<file path="config.mk">
export PLATFORM = sky130hd
export DESIGN_NAME = vga_frame_reader_flat
export DESIGN_NICKNAME = d
export VERILOG_FILES = /design/src/rtl/vga_pkg.sv /design/src/rtl/vga_frame_reader_if.sv /design/src/rtl/addr_map.sv /design/src/rtl/vga_timing.sv /design/src/rtl/vga_frame_reader.sv /design/src/flat_wrapper.sv
export SDC_FILE = /design/constraint.sdc
export NUM_CORES = 1
export LEC_CHECK = 0
export CORE_ASPECT_RATIO = 1.5
export CORE_MARGIN = 2
export CORE_UTILIZATION = 40
export DETAILED_ROUTE_END_ITERATION = 8
export MAX_ROUTING_LAYER = met4
export PLACE_DENSITY = 0.61
export SYNTH_ARGS = -nofsm -noshare
export SYNTH_HDL_FRONTEND = slang
export SYNTH_SLANG_ARGS = --single-unit
</file>
<file path="constraint.sdc">
create_clock -name clk -period 6.5 [get_ports clk]
set_clock_uncertainty 0.15 [all_clocks]
set_input_delay 1.95 -clock clk [delete_from_list [all_inputs] [get_ports clk]]
set_output_delay 1.95 -clock clk [all_outputs]
set_load 0.03 [all_outputs]
</file>
<file path="src/rtl/vga_pkg.sv">
// Shared VGA 640x480@60 timing constants, frame-buffer geometry and the
// sync/blank bundle carried down the latency-compensation delay line.
package vga_pkg;

  localparam logic [9:0] H_ACTIVE = 10'd640;
  localparam logic [9:0] H_FP     = 10'd16;
  localparam logic [9:0] H_SYNC   = 10'd96;
  localparam logic [9:0] H_BP     = 10'd48;
  localparam logic [9:0] H_TOTAL  = 10'd800;

  localparam logic [9:0] V_ACTIVE = 10'd480;
  localparam logic [9:0] V_FP     = 10'd10;
  localparam logic [9:0] V_SYNC   = 10'd2;
  localparam logic [9:0] V_BP     = 10'd33;
  localparam logic [9:0] V_TOTAL  = 10'd525;

  localparam int FB_W      = 320;
  localparam int FB_H      = 240;
  localparam int FB_ADDR_W = 17;
  localparam int PIX_W     = 12;

  typedef struct packed {
    logic hsync;
    logic vsync;
    logic blank;
  } video_ctl_t;

  // Control levels shown while no pixel is being displayed.
  function automatic video_ctl_t ctl_idle(input logic sync_active);
    video_ctl_t c;
    c.hsync = ~sync_active;
    c.vsync = ~sync_active;
    c.blank = 1'b1;
    return c;
  endfunction

endpackage

</file>
<file path="src/rtl/vga_frame_reader_if.sv">
// Frame-buffer read port between the display reader and the 320x240 buffer.
interface vga_frame_reader_if;
  import vga_pkg::*;

  // No valid/ready here: rd_addr is a free-running read request answered
  // READ_LATENCY cycles later on pixel_in; rd_buf only moves when frame_start is high.
  logic [FB_ADDR_W-1:0] rd_addr;
  logic                 rd_buf;
  logic                 frame_start;
  logic [PIX_W-1:0]     pixel_in;
  logic                 buf_sel_req;

  modport master (output rd_addr, rd_buf, frame_start, input pixel_in, buf_sel_req);
  modport slave  (input rd_addr, rd_buf, frame_start, output pixel_in, buf_sel_req);

endinterface

</file>
<file path="src/rtl/addr_map.sv">
// Maps a 320x240 frame-buffer coordinate to a linear address: y*320 + x.
module addr_map
  import vga_pkg::*;
(
  input  logic [8:0]           x,
  input  logic [8:0]           y,
  output logic [FB_ADDR_W-1:0] addr
);

  assign addr = {y, 8'd0} + {2'd0, y, 6'd0} + {8'd0, x};

endmodule

</file>
<file path="src/rtl/vga_timing.sv">
// 640x480@60 horizontal/vertical counters with raw sync/blank and frame wrap.
module vga_timing
  import vga_pkg::*;
#(
  parameter bit SYNC_ACTIVE = 1'b0
) (
  input  logic       clk,
  input  logic       reset,
  output logic [8:0] fb_x,
  output logic [8:0] fb_y,
  output video_ctl_t ctl,
  output logic       active,
  output logic       wrap
);

  logic [9:0] hc;
  logic [9:0] vc;
  logic       h_last;
  logic       v_last;

  assign h_last = (hc == H_TOTAL - 10'd1);
  assign v_last = (vc == V_TOTAL - 10'd1);

  always_ff @(posedge clk or posedge reset) begin
    if (reset) begin
      hc <= '0;
      vc <= '0;
    end else if (h_last) begin
      hc <= '0;
      vc <= v_last ? '0 : vc + 10'd1;
    end else begin
      hc <= hc + 10'd1;
    end
  end

  always_comb begin
    active    = (hc < H_ACTIVE) && (vc < V_ACTIVE);
    ctl.blank = ~active;
    ctl.hsync = ((hc >= H_ACTIVE + H_FP) && (hc < H_ACTIVE + H_FP + H_SYNC))
                ? SYNC_ACTIVE : ~SYNC_ACTIVE;
    ctl.vsync = ((vc >= V_ACTIVE + V_FP) && (vc < V_ACTIVE + V_FP + V_SYNC))
                ? SYNC_ACTIVE : ~SYNC_ACTIVE;
    wrap      = h_last && v_last;
  end

  // Each frame-buffer pixel covers a 2x2 block of screen pixels.
  assign fb_x = hc[9:1];
  assign fb_y = vc[9:1];

endmodule

</file>
<file path="src/rtl/vga_frame_reader.sv">
// Reads the frame buffer with 2x2 replication, aligning RGB with sync/blank
// across the buffer read latency, and latches the displayed buffer per frame.
module vga_frame_reader
  import vga_pkg::*;
#(
  parameter int READ_LATENCY = 2,
  parameter bit SYNC_ACTIVE  = 1'b0
) (
  input  logic                      clk,
  input  logic                      reset,
  vga_frame_reader_if.master        fb,
  output logic                      hsync,
  output logic                      vsync,
  output logic                      blank,
  output logic [3:0]                vga_r,
  output logic [3:0]                vga_g,
  output logic [3:0]                vga_b
);

  logic [8:0]           fb_x;
  logic [8:0]           fb_y;
  video_ctl_t           ctl_raw;
  logic                 active;
  logic                 wrap;
  logic [FB_ADDR_W-1:0] map_addr;

  video_ctl_t           ctl_dl [READ_LATENCY+1];
  video_ctl_t           ctl_out;
  logic [PIX_W-1:0]     rgb;

  vga_timing #(.SYNC_ACTIVE(SYNC_ACTIVE)) u_timing (
    .clk    (clk),
    .reset  (reset),
    .fb_x   (fb_x),
    .fb_y   (fb_y),
    .ctl    (ctl_raw),
    .active (active),
    .wrap   (wrap)
  );

  addr_map u_addr_map (
    .x    (fb_x),
    .y    (fb_y),
    .addr (map_addr)
  );

  // Address stage and per-frame buffer latch.
  always_ff @(posedge clk or posedge reset) begin
    if (reset) begin
      fb.rd_addr     <= '0;
      fb.rd_buf      <= 1'b0;
      fb.frame_start <= 1'b0;
    end else begin
      fb.rd_addr     <= active ? map_addr : '0;
      fb.frame_start <= wrap;
      if (wrap) fb.rd_buf <= fb.buf_sel_req;
    end
  end

  // ctl_dl[READ_LATENCY] lines up with pixel_in; one more register pairs it with rgb.
  always_ff @(posedge clk or posedge reset) begin
    if (reset) begin
      for (int i = 0; i <= READ_LATENCY; i++) ctl_dl[i] <= ctl_idle(SYNC_ACTIVE);
      ctl_out <= ctl_idle(SYNC_ACTIVE);
      rgb     <= '0;
    end else begin
      ctl_dl[0] <= ctl_raw;
      for (int i = 1; i <= READ_LATENCY; i++) ctl_dl[i] <= ctl_dl[i-1];
      ctl_out <= ctl_dl[READ_LATENCY];
      rgb     <= ctl_dl[READ_LATENCY].blank ? '0 : fb.pixel_in;
    end
  end

  assign hsync = ctl_out.hsync;
  assign vsync = ctl_out.vsync;
  assign blank = ctl_out.blank;
  assign vga_r = rgb[11:8];
  assign vga_g = rgb[7:4];
  assign vga_b = rgb[3:0];

endmodule

</file>
<file path="src/flat_wrapper.sv">
// flat-port wrapper written by rule: the top's interface ports become plain ports
module vga_frame_reader_flat import vga_pkg::*;
#(
  parameter int READ_LATENCY = 2,
  parameter bit SYNC_ACTIVE  = 1'b0
)
  (clk, reset, hsync, vsync, blank, vga_r, vga_g, vga_b, fb_rd_addr, fb_rd_buf, fb_frame_start, fb_pixel_in, fb_buf_sel_req);
  vga_frame_reader_if fb_i ();
  input  logic clk;
  input  logic reset;
  output logic hsync;
  output logic vsync;
  output logic blank;
  output logic [3:0] vga_r;
  output logic [3:0] vga_g;
  output logic [3:0] vga_b;
  output wire logic [$bits(fb_i.rd_addr)-1:0] fb_rd_addr;
  output wire logic [$bits(fb_i.rd_buf)-1:0] fb_rd_buf;
  output wire logic [$bits(fb_i.frame_start)-1:0] fb_frame_start;
  input wire logic [$bits(fb_i.pixel_in)-1:0] fb_pixel_in;
  input wire logic [$bits(fb_i.buf_sel_req)-1:0] fb_buf_sel_req;
  assign fb_rd_addr = fb_i.rd_addr;
  assign fb_rd_buf = fb_i.rd_buf;
  assign fb_frame_start = fb_i.frame_start;
  assign fb_i.pixel_in = fb_pixel_in;
  assign fb_i.buf_sel_req = fb_buf_sel_req;
  vga_frame_reader #(.READ_LATENCY(READ_LATENCY), .SYNC_ACTIVE(SYNC_ACTIVE)) u_core (.clk(clk), .reset(reset), .fb(fb_i), .hsync(hsync), .vsync(vsync), .blank(blank), .vga_r(vga_r), .vga_g(vga_g), .vga_b(vga_b));
endmodule
</file>
==> results of run 1 <==
-- metrics by stage --
step                instance area, sq um  utilization, %  power, mW
global placement                    3417           49.54     0.4388
CTS                                 3664           53.11     0.8603
floorplan                           2850               -     0.4203
finish                              3664           53.11     0.8474
global route                        3664           53.11     0.8765
detailed placement                  3417           49.54     0.4390
-- cell type report --
type	instances	area, sq um	area share (%)
clock buffer	11	141.4	3.859
inverter	14	52.55	1.434
tap	78	97.59	2.664
timing repair buffer	51	503.0	13.73
sequential	63	1592	43.44
clock inverter	5	105.1	2.869
multi-input combinational	158	1172	32.00
-- worst paths after layout --
path,start,to,slack [ns],cells after the start
setup / recovery,u_core.blank,blank,2.88,1
hold / removal,u_core.ctl_dl[1],u_core.vsync,0.21,0
setup reg to reg,u_core.u_timing.vc[3],u_core.fb.rd_addr[15],3.59,8
hold reg to reg,u_core.ctl_dl[1],u_core.vsync,0.21,0
max in group asynchronous,reset,u_core.fb.rd_addr[13],3.70,3
min in group asynchronous,reset,u_core.rgb[2],2.00,3
-- layer usage --
metal  wire, microns  part of all wire [%]  vias to the layer above  track usage [%]
met5               0                     0                        -                -
met4             162                   3.0                        0            9.788
met3             243                   4.5                       13            3.933
met2            2646                    49                       58            24.94
met1            2299                    43                      905            17.65
li1                -                     -                      933                -
-- cells by family (layout without fill, tap and decap cells) --
kind of cell	after synthesis	in the layout
and+or+nand+nor	90	90
DFF	63	63
AOI/OAI and AO/OA	25	25
adders and majority gates	23	23
buffers and inverters	20	81
xor gates and xnor gates	16	16
muxes	4	4
-- cell usage after synthesis, types with 3 or more instances --
cell,count
a21oi_1,4
and2_1,6
and3_1,4
dfrtp_1,51
dfstp_2,12
ha_1,21
inv_1,13
mux2i_1,3
nand2_1,8
nand2b_1,3
nand3_1,13
nand4_1,3
nor2_1,14
nor2b_1,14
nor3_1,7
nor4_1,4
o21ai_0,8
xnor2_1,12
xor2_1,4
-- registers in the layout, indices dropped and copies added, names as in the netlist, 9 cells and up --
name,flops
u_core.u_timing.hc,10
u_core.rgb,12
u_core.fb.rd_addr,17
u_core.ctl_dl,9
u_core.u_timing.vc,10
-- worst reg2reg max path, delay by kind of cell, from the launching register on --
family,cells,cell delay [ns]
flops,1,0.50
buf+inv,2,0.17
compound gates,2,0.70
fa+ha+maj,2,0.99
simple gates,2,0.31
-- power by group --
part	internal [mW]	switching (mW)	total, mW
Sequential	0.396	0.000809	0.397
Combinational	0.0158	0.0184	0.0342
Clock	0.265	0.151	0.416
Total	0.677	0.170	0.847
==> metrics.md, run 1 <==
| Metric | Value |
|---|---|
| Die width | 72.93 microns |
| Pre-CTS setup slack | 3.246 ns |
| Tmin final | 3.624 ns |
| Fillcell total | 609 |
| Drt pass-1 iters | 4 |
| Multiplexer share of the synthesized area | 1.580% |
| CP max stage delay | 0.66 ns |
| Synth Net Count | 279 |
| Number of synthesized flops with an enable pin | 0 |
| Total wire length | 5351 microns |
| Adder-Cell Fraction of Synth Area | 10.62% |
| # resized after CTS | 0 |
| Cell family with most CP delay | buffers and inverters |
| Post-synth top area cell | dfrtp_1 |
| Critical Path Sink Type | primary output |
| Compound-cell area share of the yosys netlist | 5.619% |
| Async SR Flop Fraction | 100.0% |
| # diodes | 0 |
| Starting DRT DRC Count | 93 |
| Total track usage | 15.78% |
| Avg Cell Area, Syn | 11.83 sq um |
| First-pass GRT wire length | 9025 microns |
| Fin Hold WS | 0.2063 ns |
| Yosys warns | 0 |
| Core ar. | 0.006898 sq mm |
| Clock slew at reported path FFs | 0.07 ns |
| Final Cycle Share | 55.76% |
| Post-synth top flop | dfrtp_1 |
| Crit-path cells | clkdlybuf4s50_1 |
| Max Clk Rate | 275.9 MHz |
| Initial antenna violation count | 0 |
| Post-Synth Simple-Gate Area | 18.39% |
| Via count | 1909 |
| CTS root buf | clkbuf_8 |
| Crit Path Class | flop to primary output |
| DP HPWL | 3801 microns |
| Buf+Inv Stages, Crit Path | 1 |
| Non-Filler Instances | 380 |
| Row count | 37 |
| H-Tree Depth | 3 |
| Top cell type's share of synthesized area | 44.78% |
| Pins Over Slew Limit | 0 |
| Layout cell share with drive strength beyond 1 | 13.25% |
| Slack of the critical path | 2.876 ns |
| Top cells by area, synth | dfrtp_1 45%, dfstp_2 11%, ha_1 9.2%, xnor2_1 3.7%, nor2b_1 3.1% |
| # IOs | 49 |
| Synthesized-area fraction occupied by xor and xnor cells | 4.917% |
| Crit path max fanout | 1 |
| Inst Count DP | 364 |
| Nets | 335 |
| Routed Antenna Nets | 0 |
| HP Class | flop to flop |
| Final setup TNS | 0 ns |
| Remaining DRCs | 0 |
| Total congestion overflow | 0 |
| CTS max path bufs | 2 |
| Total CTS buffers | 9 |
| Power Dens Cells | 231.3 mW/mm^2 |
| CTS tree | built |
| Slowest-stage cell, CP | clkdlybuf4s50_1 |
| Pin count of the biggest net entering global routing | 64 |
| Count of cell types in the netlist | 49 |
| GP Congestion | 0.8018 |
| Worst EP required | 4.40 ns |
| Die Height | 107.4 microns |
| Startpoint types | flop |
| Final setup viols | 0 |
| Area grow syn2layout | 28.53% |
| Combinational family with the most area after synthesis | simple AND/OR/NAND/NOR gates |
| Commonest non-fill, non-tap cells in the layout | 51 x dfrtp_1, 48 x clkdlybuf4s50_1, 21 x ha_1, 14 x nor2_1, 14 x nor2b_1 |
| Register area share after synthesis | 55.84% |
| # hold bufs at CTS | 0 |
| IO Port Bufs | 48 |
| # clock sinks | 63 |
| Mapped Area | 0.002850 sq mm |
| Cells after Synth | 241 |
| Vias per cell | 5.024 |
| RSZ-0062 raised after global routing | no |
| #FFs+latches synth | 63 |
| Worst-Margin Slew | 0.7829 ns |
| Post-CTS Setup Bufs | 0 |
| Most common cell after layout, fill and taps aside | dfrtp_1 |
| Worst-Skew Late Latency | 0.34 ns |
| Routed WL per cell | 14.08 microns |
| Arrival time at the worst endpoint | 1.52 ns |
| Max Cap Viol | 0 |
| VDD IR max | 145.8 uV |
| Slew headroom | 47.40% |
| DIE AREA | 0.007831 sq mm |
| Starting Density | 41.32% |
| Pleak | 1.714 nW |
| Vias in the first global route | 1950 |
| Status | complete, no violations |
| Final Hold Fails | 0 |
(Power assumes the default switching activity.)
==> run 2, diff against run 1 <==
==> constraint.sdc (replaced) <==
create_clock -name clk -period 3.61 [get_ports clk]
set_clock_uncertainty 0.15 [all_clocks]
set_input_delay 1.083 -clock clk [delete_from_list [all_inputs] [get_ports clk]]
set_output_delay 1.083 -clock clk [all_outputs]
set_load 0.03 [all_outputs]
==> metrics.md, run 2 (synthesis gave the netlist of run 1 again) <==
| Metric | Value |
|---|---|
| Row count | 37 |
| Slowest-stage cell, CP | fa_1 |
| HP Class | flop to flop |
| Clock slew at reported path FFs | 0.07 ns |
| Area grow syn2layout | 28.97% |
| Total wire length | 5374 microns |
| # hold bufs at CTS | 0 |
| Inst Count DP | 364 |
| Initial antenna violation count | 0 |
| Total track usage | 15.56% |
| DP HPWL | 3901 microns |
| Pins Over Slew Limit | 0 |
| Startpoint types | flop |
| Sequential power share | 46.6% |
| Remaining DRCs | 0 |
| Fillcell total | 631 |
| Max Clk Rate | 342.0 MHz |
| Final Power | 1.533 mW |
| CTS root buf | clkbuf_8 |
| Tmin final | 2.924 ns |
| Slew headroom | 48.08% |
| Most common cell after layout, fill and taps aside | dfrtp_1 |
| First-pass GRT wire length | 8887 microns |
| Placed Area | 0.003430 sq mm |
| Pin count of the biggest net entering global routing | 52 |
| Final setup viols | 0 |
| Routed WL per cell | 14.14 microns |
| Crit-path cells | inv_1 > fa_1 > inv_1 > fa_1 > a211oi_1 > nor3_1 > o31a_1 > nor3_1 |
| Core ar. | 0.006898 sq mm |
| # clock sinks | 63 |
| Total congestion overflow | 0 |
| Buf+Inv Stages, Crit Path | 2 |
| Area of the multi-input gates | 0.001172 sq mm |
| Final Cycle Share | 81.00% |
| Non-Filler Instances | 380 |
| Pleak | 1.719 nW |
| Power Dens Cells | 416.9 mW/mm^2 |
| Power share of the combinational group | 4.1% |
| Cell family with most CP delay | adder cells |
| # resized after CTS | 0 |
| Crit path max fanout | 7 |
| Final setup TNS | 0 ns |
| CTS max path bufs | 2 |
| Largest regs | u_core.fb.rd_addr x17, u_core.rgb x12 |
| CTS tree | built |
| Arrival time at the worst endpoint | 3.02 ns |
| # IOs | 49 |
| GP Congestion | 0.8089 |
| Storage element area | 0.001592 sq mm |
| Final Hold Fails | 0 |
| Worst-Skew Late Latency | 0.35 ns |
| H-Tree Depth | 3 |
| Critical Path Sink Type | flop |
| Die Height | 107.4 microns |
| Starting Density | 41.32% |
| VDD IR max | 229.1 uV |
| Layout cell share with drive strength beyond 1 | 13.25% |
| IO Port Bufs | 48 |
| DIE AREA | 0.007831 sq mm |
| Starting DRT DRC Count | 63 |
| Switching share of power | 20.36% |
| Fin Hold WS | 0.2082 ns |
| Status | complete, no violations |
| Nets | 335 |
| Die width | 72.93 microns |
| Vias per cell | 4.982 |
| Routed Antenna Nets | 0 |
| Drt pass-1 iters | 4 |
| Worst-Margin Slew | 0.7729 ns |
| Commonest non-fill, non-tap cells in the layout | 51 x dfrtp_1, 48 x clkdlybuf4s50_1, 21 x ha_1, 14 x nor2_1, 14 x nor2b_1 |
| Max Cap Viol | 0 |
| Vias in the first global route | 1909 |
| Via count | 1893 |
| Worst EP required | 3.71 ns |
| Post-CTS Setup Bufs | 0 |
| Crit Path Class | flop to flop |
| Most flops, register | u_core.fb.rd_addr |
| Internal Dissipation | 1.221 mW |
| Total CTS buffers | 9 |
| CP max stage delay | 0.52 ns |
| Sw power | 0.3120 mW |
| Final Cell Area | 0.003676 sq mm |
| Clk pwr share | 49.2% |
| # diodes | 0 |
| RSZ-0062 raised after global routing | no |
| Max FFs per register | 17 |
[run 2: cell counts in the layout (fill, tap and decap cells not counted)]
Identical to the previous run, type by type.
[run 2: area by class of cell]
cell class | instances | share of cell area (%)
clock inverter | 5 | 2.859
multi-input combinational | 158 | 31.89
tap | 78 | 2.655
sequential | 63 | 43.29
timing repair buffer | 51 | 14.02
inverter | 14 | 1.430
clock buffer | 11 | 3.846
[run 2: path summary, 6_finish.rpt]
check	cells past startpoint	startpoint	endpoint	slack, ns
min	0	u_core.ctl_dl[3]	u_core.ctl_dl[0]	0.21
max reg2reg	8	u_core.u_timing.vc[3]	u_core.fb.rd_addr[15]	0.69
min reg2reg	0	u_core.ctl_dl[3]	u_core.ctl_dl[0]	0.21
max	8	u_core.u_timing.vc[3]	u_core.fb.rd_addr[15]	0.69
min in group asynchronous	2	reset	u_core.rgb[1]	0.84
max in group asynchronous	3	reset	u_core.vsync	1.86
[run 2: per-layer routing]
metal / global-route usage [%] / vias up / part of all wire, %
li1: - / 936 / -
met1: 17.24 / 896 / 43
met2: 24.81 / 49 / 51
met3: 4.401 / 12 / 4.1
met4: 8.862 / 0 / 2.2
met5: - / - / 0
[run 2: power groups by stage]
| stage | Combinational, mW | Clock [mW] | Sequential, mW |
|---|---|---|---|
| 2_1_floorplan | 0.0145 | 0 | 0.742 |
| 3_3_place_gp | 0.0646 | 0 | 0.727 |
| 3_5_place_dp | 0.0645 | 0 | 0.728 |
| 4_1_cts | 0.0651 | 0.774 | 0.715 |
| 5_1_grt | 0.0691 | 0.802 | 0.715 |
| 6_report | 0.0633 | 0.755 | 0.715 |
[run 2: metrics by stage]
| step | setup slack [ns] | util, % |
|---|---|---|
| after floorplan | 0.8271 | - |
| after global placement | 0.8295 | 49.72 |
| after detailed placement | 0.6857 | 49.72 |
| after CTS | 0.6854 | 53.29 |
| after global routing | 0.5092 | 53.29 |
| final | 0.6861 | 53.29 |
==> run 3, diff against run 2 <==
==> constraint.sdc (replaced) <==
create_clock -name clk -period 2.9 [get_ports clk]
set_clock_uncertainty 0.15 [all_clocks]
set_input_delay 0.87 -clock clk [delete_from_list [all_inputs] [get_ports clk]]
set_output_delay 0.87 -clock clk [all_outputs]
set_load 0.03 [all_outputs]
==> metrics.md, run 3 (synthesis gave the netlist of run 1 again) <==
| Metric | Value |
|---|---|
| Commonest non-fill, non-tap cells in the layout | 51 x dfrtp_1, 48 x clkdlybuf4s50_1, 21 x ha_1, 14 x nor2_1, 14 x nor2b_1 |
| Crit path max fanout | 4 |
| Most common cell after layout, fill and taps aside | dfrtp_1 |
| Slowest-stage cell, CP | fa_1 |
| DR top layer | met4 |
| Fillcell total | 611 |
| IO Port Bufs | 48 |
| Largest regs | u_core.fb.rd_addr x17, u_core.rgb x12 |
| Startpoint types | flop |
| Initial antenna violation count | 0 |
| Vias per cell | 4.964 |
| # hold bufs at CTS | 0 |
| Max Cap Viol | 0 |
| Die Height | 107.4 microns |
| Final setup TNS | 0 ns |
| Final setup viols | 0 |
| DR WL met3 | 254 microns |
| Worst-Margin Slew | 0.5373 ns |
| Crit Path Class | flop to flop |
| Area grow syn2layout | 30.03% |
| Tmin final | 2.686 ns |
| Via count | 1916 |
| Slew headroom | 63.90% |
| Placed Area | 0.003467 sq mm |
| Worst EP required | 3.00 ns |
| Vias in the first global route | 1904 |
| Final Cycle Share | 92.62% |
| First-pass GRT wire length | 8804 microns |
| Arrival time at the worst endpoint | 2.78 ns |
| Pin count of the biggest net entering global routing | 49 |
| Core ar. | 0.006898 sq mm |
| Routed Antenna Nets | 0 |
| # clock sinks | 63 |
| Routed WL per cell | 13.74 microns |
| Final Hold Fails | 0 |
| Most flops, register | u_core.fb.rd_addr |
| Final Cell Area | 0.003706 sq mm |
| Worst-Skew Late Latency | 0.34 ns |
| M1 wire length | 2232 microns |
| DP HPWL | 3826 microns |
| Starting DRT DRC Count | 94 |
| Total CTS buffers | 9 |
| Die width | 72.93 microns |
| Remaining DRCs | 0 |
| CTS root buf | clkbuf_8 |
| H-Tree Depth | 3 |
| Drt pass-1 iters | 4 |
| VDD IR max | 267.4 uV |
| # diodes | 0 |
| Total track usage | 15.21% |
| Max FFs per register | 17 |
| Layout cell share with drive strength beyond 1 | 15.58% |
| Total congestion overflow | 0 |
| GP Congestion | 0.8358 |
| Nets | 341 |
| Starting Density | 41.32% |
| Final Power | 1.822 mW |
| CTS tree | built |
| Status | complete, no violations |
| # IOs | 49 |
| Fin Hold WS | 0.2011 ns |
| RSZ-0062 raised after global routing | no |
| Detail Route met2 WL | 2689 microns |
| Pins Over Slew Limit | 0 |
| Clock slew at reported path FFs | 0.07 ns |
| Total wire length | 5302 microns |
| Row count | 37 |
| CP max stage delay | 0.54 ns |
| Crit-path cells | inv_1 > fa_1 > inv_1 > fa_1 > a211oi_2 > nor3_1 > o31a_1 > nor3_1 |
| DIE AREA | 0.007831 sq mm |
| CTS max path bufs | 2 |
| Max Clk Rate | 372.3 MHz |
| Power Dens Cells | 491.8 mW/mm^2 |
| Critical Path Sink Type | flop |
| Pleak | 1.746 nW |
| Final Util | 53.73% |
| HP Class | flop to flop |
run 3: cell count changes in the layout (fill, tap and decap cells not counted), sizes merged:
cell      delta
clkbuf       -2
inv          +3
buf          +6
bufinv       -1
clkinv       +1
clkinvlp     -1
run 3: timing repair:
item	in CTS	in global routing
endpoints found under the setup margin	1	2
pin swaps	0	1
gates resized for setup	1	0
buffers inserted	0	1
run 3: path summary, 6_finish.rpt:
| kind | from | to | slack (ns) | cells past startpoint |
|---|---|---|---|---|
| max in group asynchronous | reset | u_core.ctl_dl[7] | 1.32 | 3 |
| setup / recovery | u_core.u_timing.vc[1] | u_core.fb.rd_addr[15] | 0.21 | 8 |
| min in group asynchronous | reset | u_core.fb.rd_addr[1] | 0.66 | 2 |
| hold reg to reg | u_core.ctl_dl[7] | u_core.ctl_dl[4] | 0.20 | 0 |
| setup reg to reg | u_core.u_timing.vc[1] | u_core.fb.rd_addr[15] | 0.21 | 8 |
| hold / removal | u_core.ctl_dl[7] | u_core.ctl_dl[4] | 0.20 | 0 |
run 3: per-stage QoR:
| step | setup WS (ns) | instances |
|---|---|---|
| 2_1_floorplan | 0.2789 | 241 |
| 3_3_place_gp | 0.1197 | 369 |
| 3_5_place_dp | 0.001082 | 369 |
| 4_1_cts | 0.08228 | 385 |
| 5_1_grt | 0.01308 | 386 |
| 6_report | 0.2140 | 386 |
run 3: area by class of cell:
cell class | instances | area, sq um | share of cell area [%]
sequential | 63 | 1592 | 42.94
inverter | 14 | 52.55 | 1.418
tap | 78 | 97.59 | 2.633
timing repair buffer | 57 | 560.5 | 15.12
multi-input combinational | 158 | 1177 | 31.77
clock inverter | 7 | 102.6 | 2.768
clock buffer | 9 | 123.9 | 3.342
run 3: metal layers:
metal	GRT usage, %	vias to the layer above
met5	-	-
met4	7.143	0
met3	4.494	11
met2	24.81	53
met1	16.91	903
li1	-	949
run 3: worst max-delay path: cells and delay by family (launching register included):
| family | cells | cell delay (ns) |
|---|---|---|
| flip-flops | 1 | 0.37 |
| buffers and inverters | 2 | 0.17 |
| adder cells (fa/ha/maj) | 2 | 1.03 |
| AO/OA/AOI/OAI | 2 | 0.59 |
| AND/OR/NAND/NOR | 2 | 0.30 |
run 3: power by group:
group | switching (mW) | internal, mW | total (mW)
registers | 0.00186 | 0.887 | 0.889
logic | 0.0415 | 0.0373 | 0.0788
clock network | 0.361 | 0.494 | 0.855
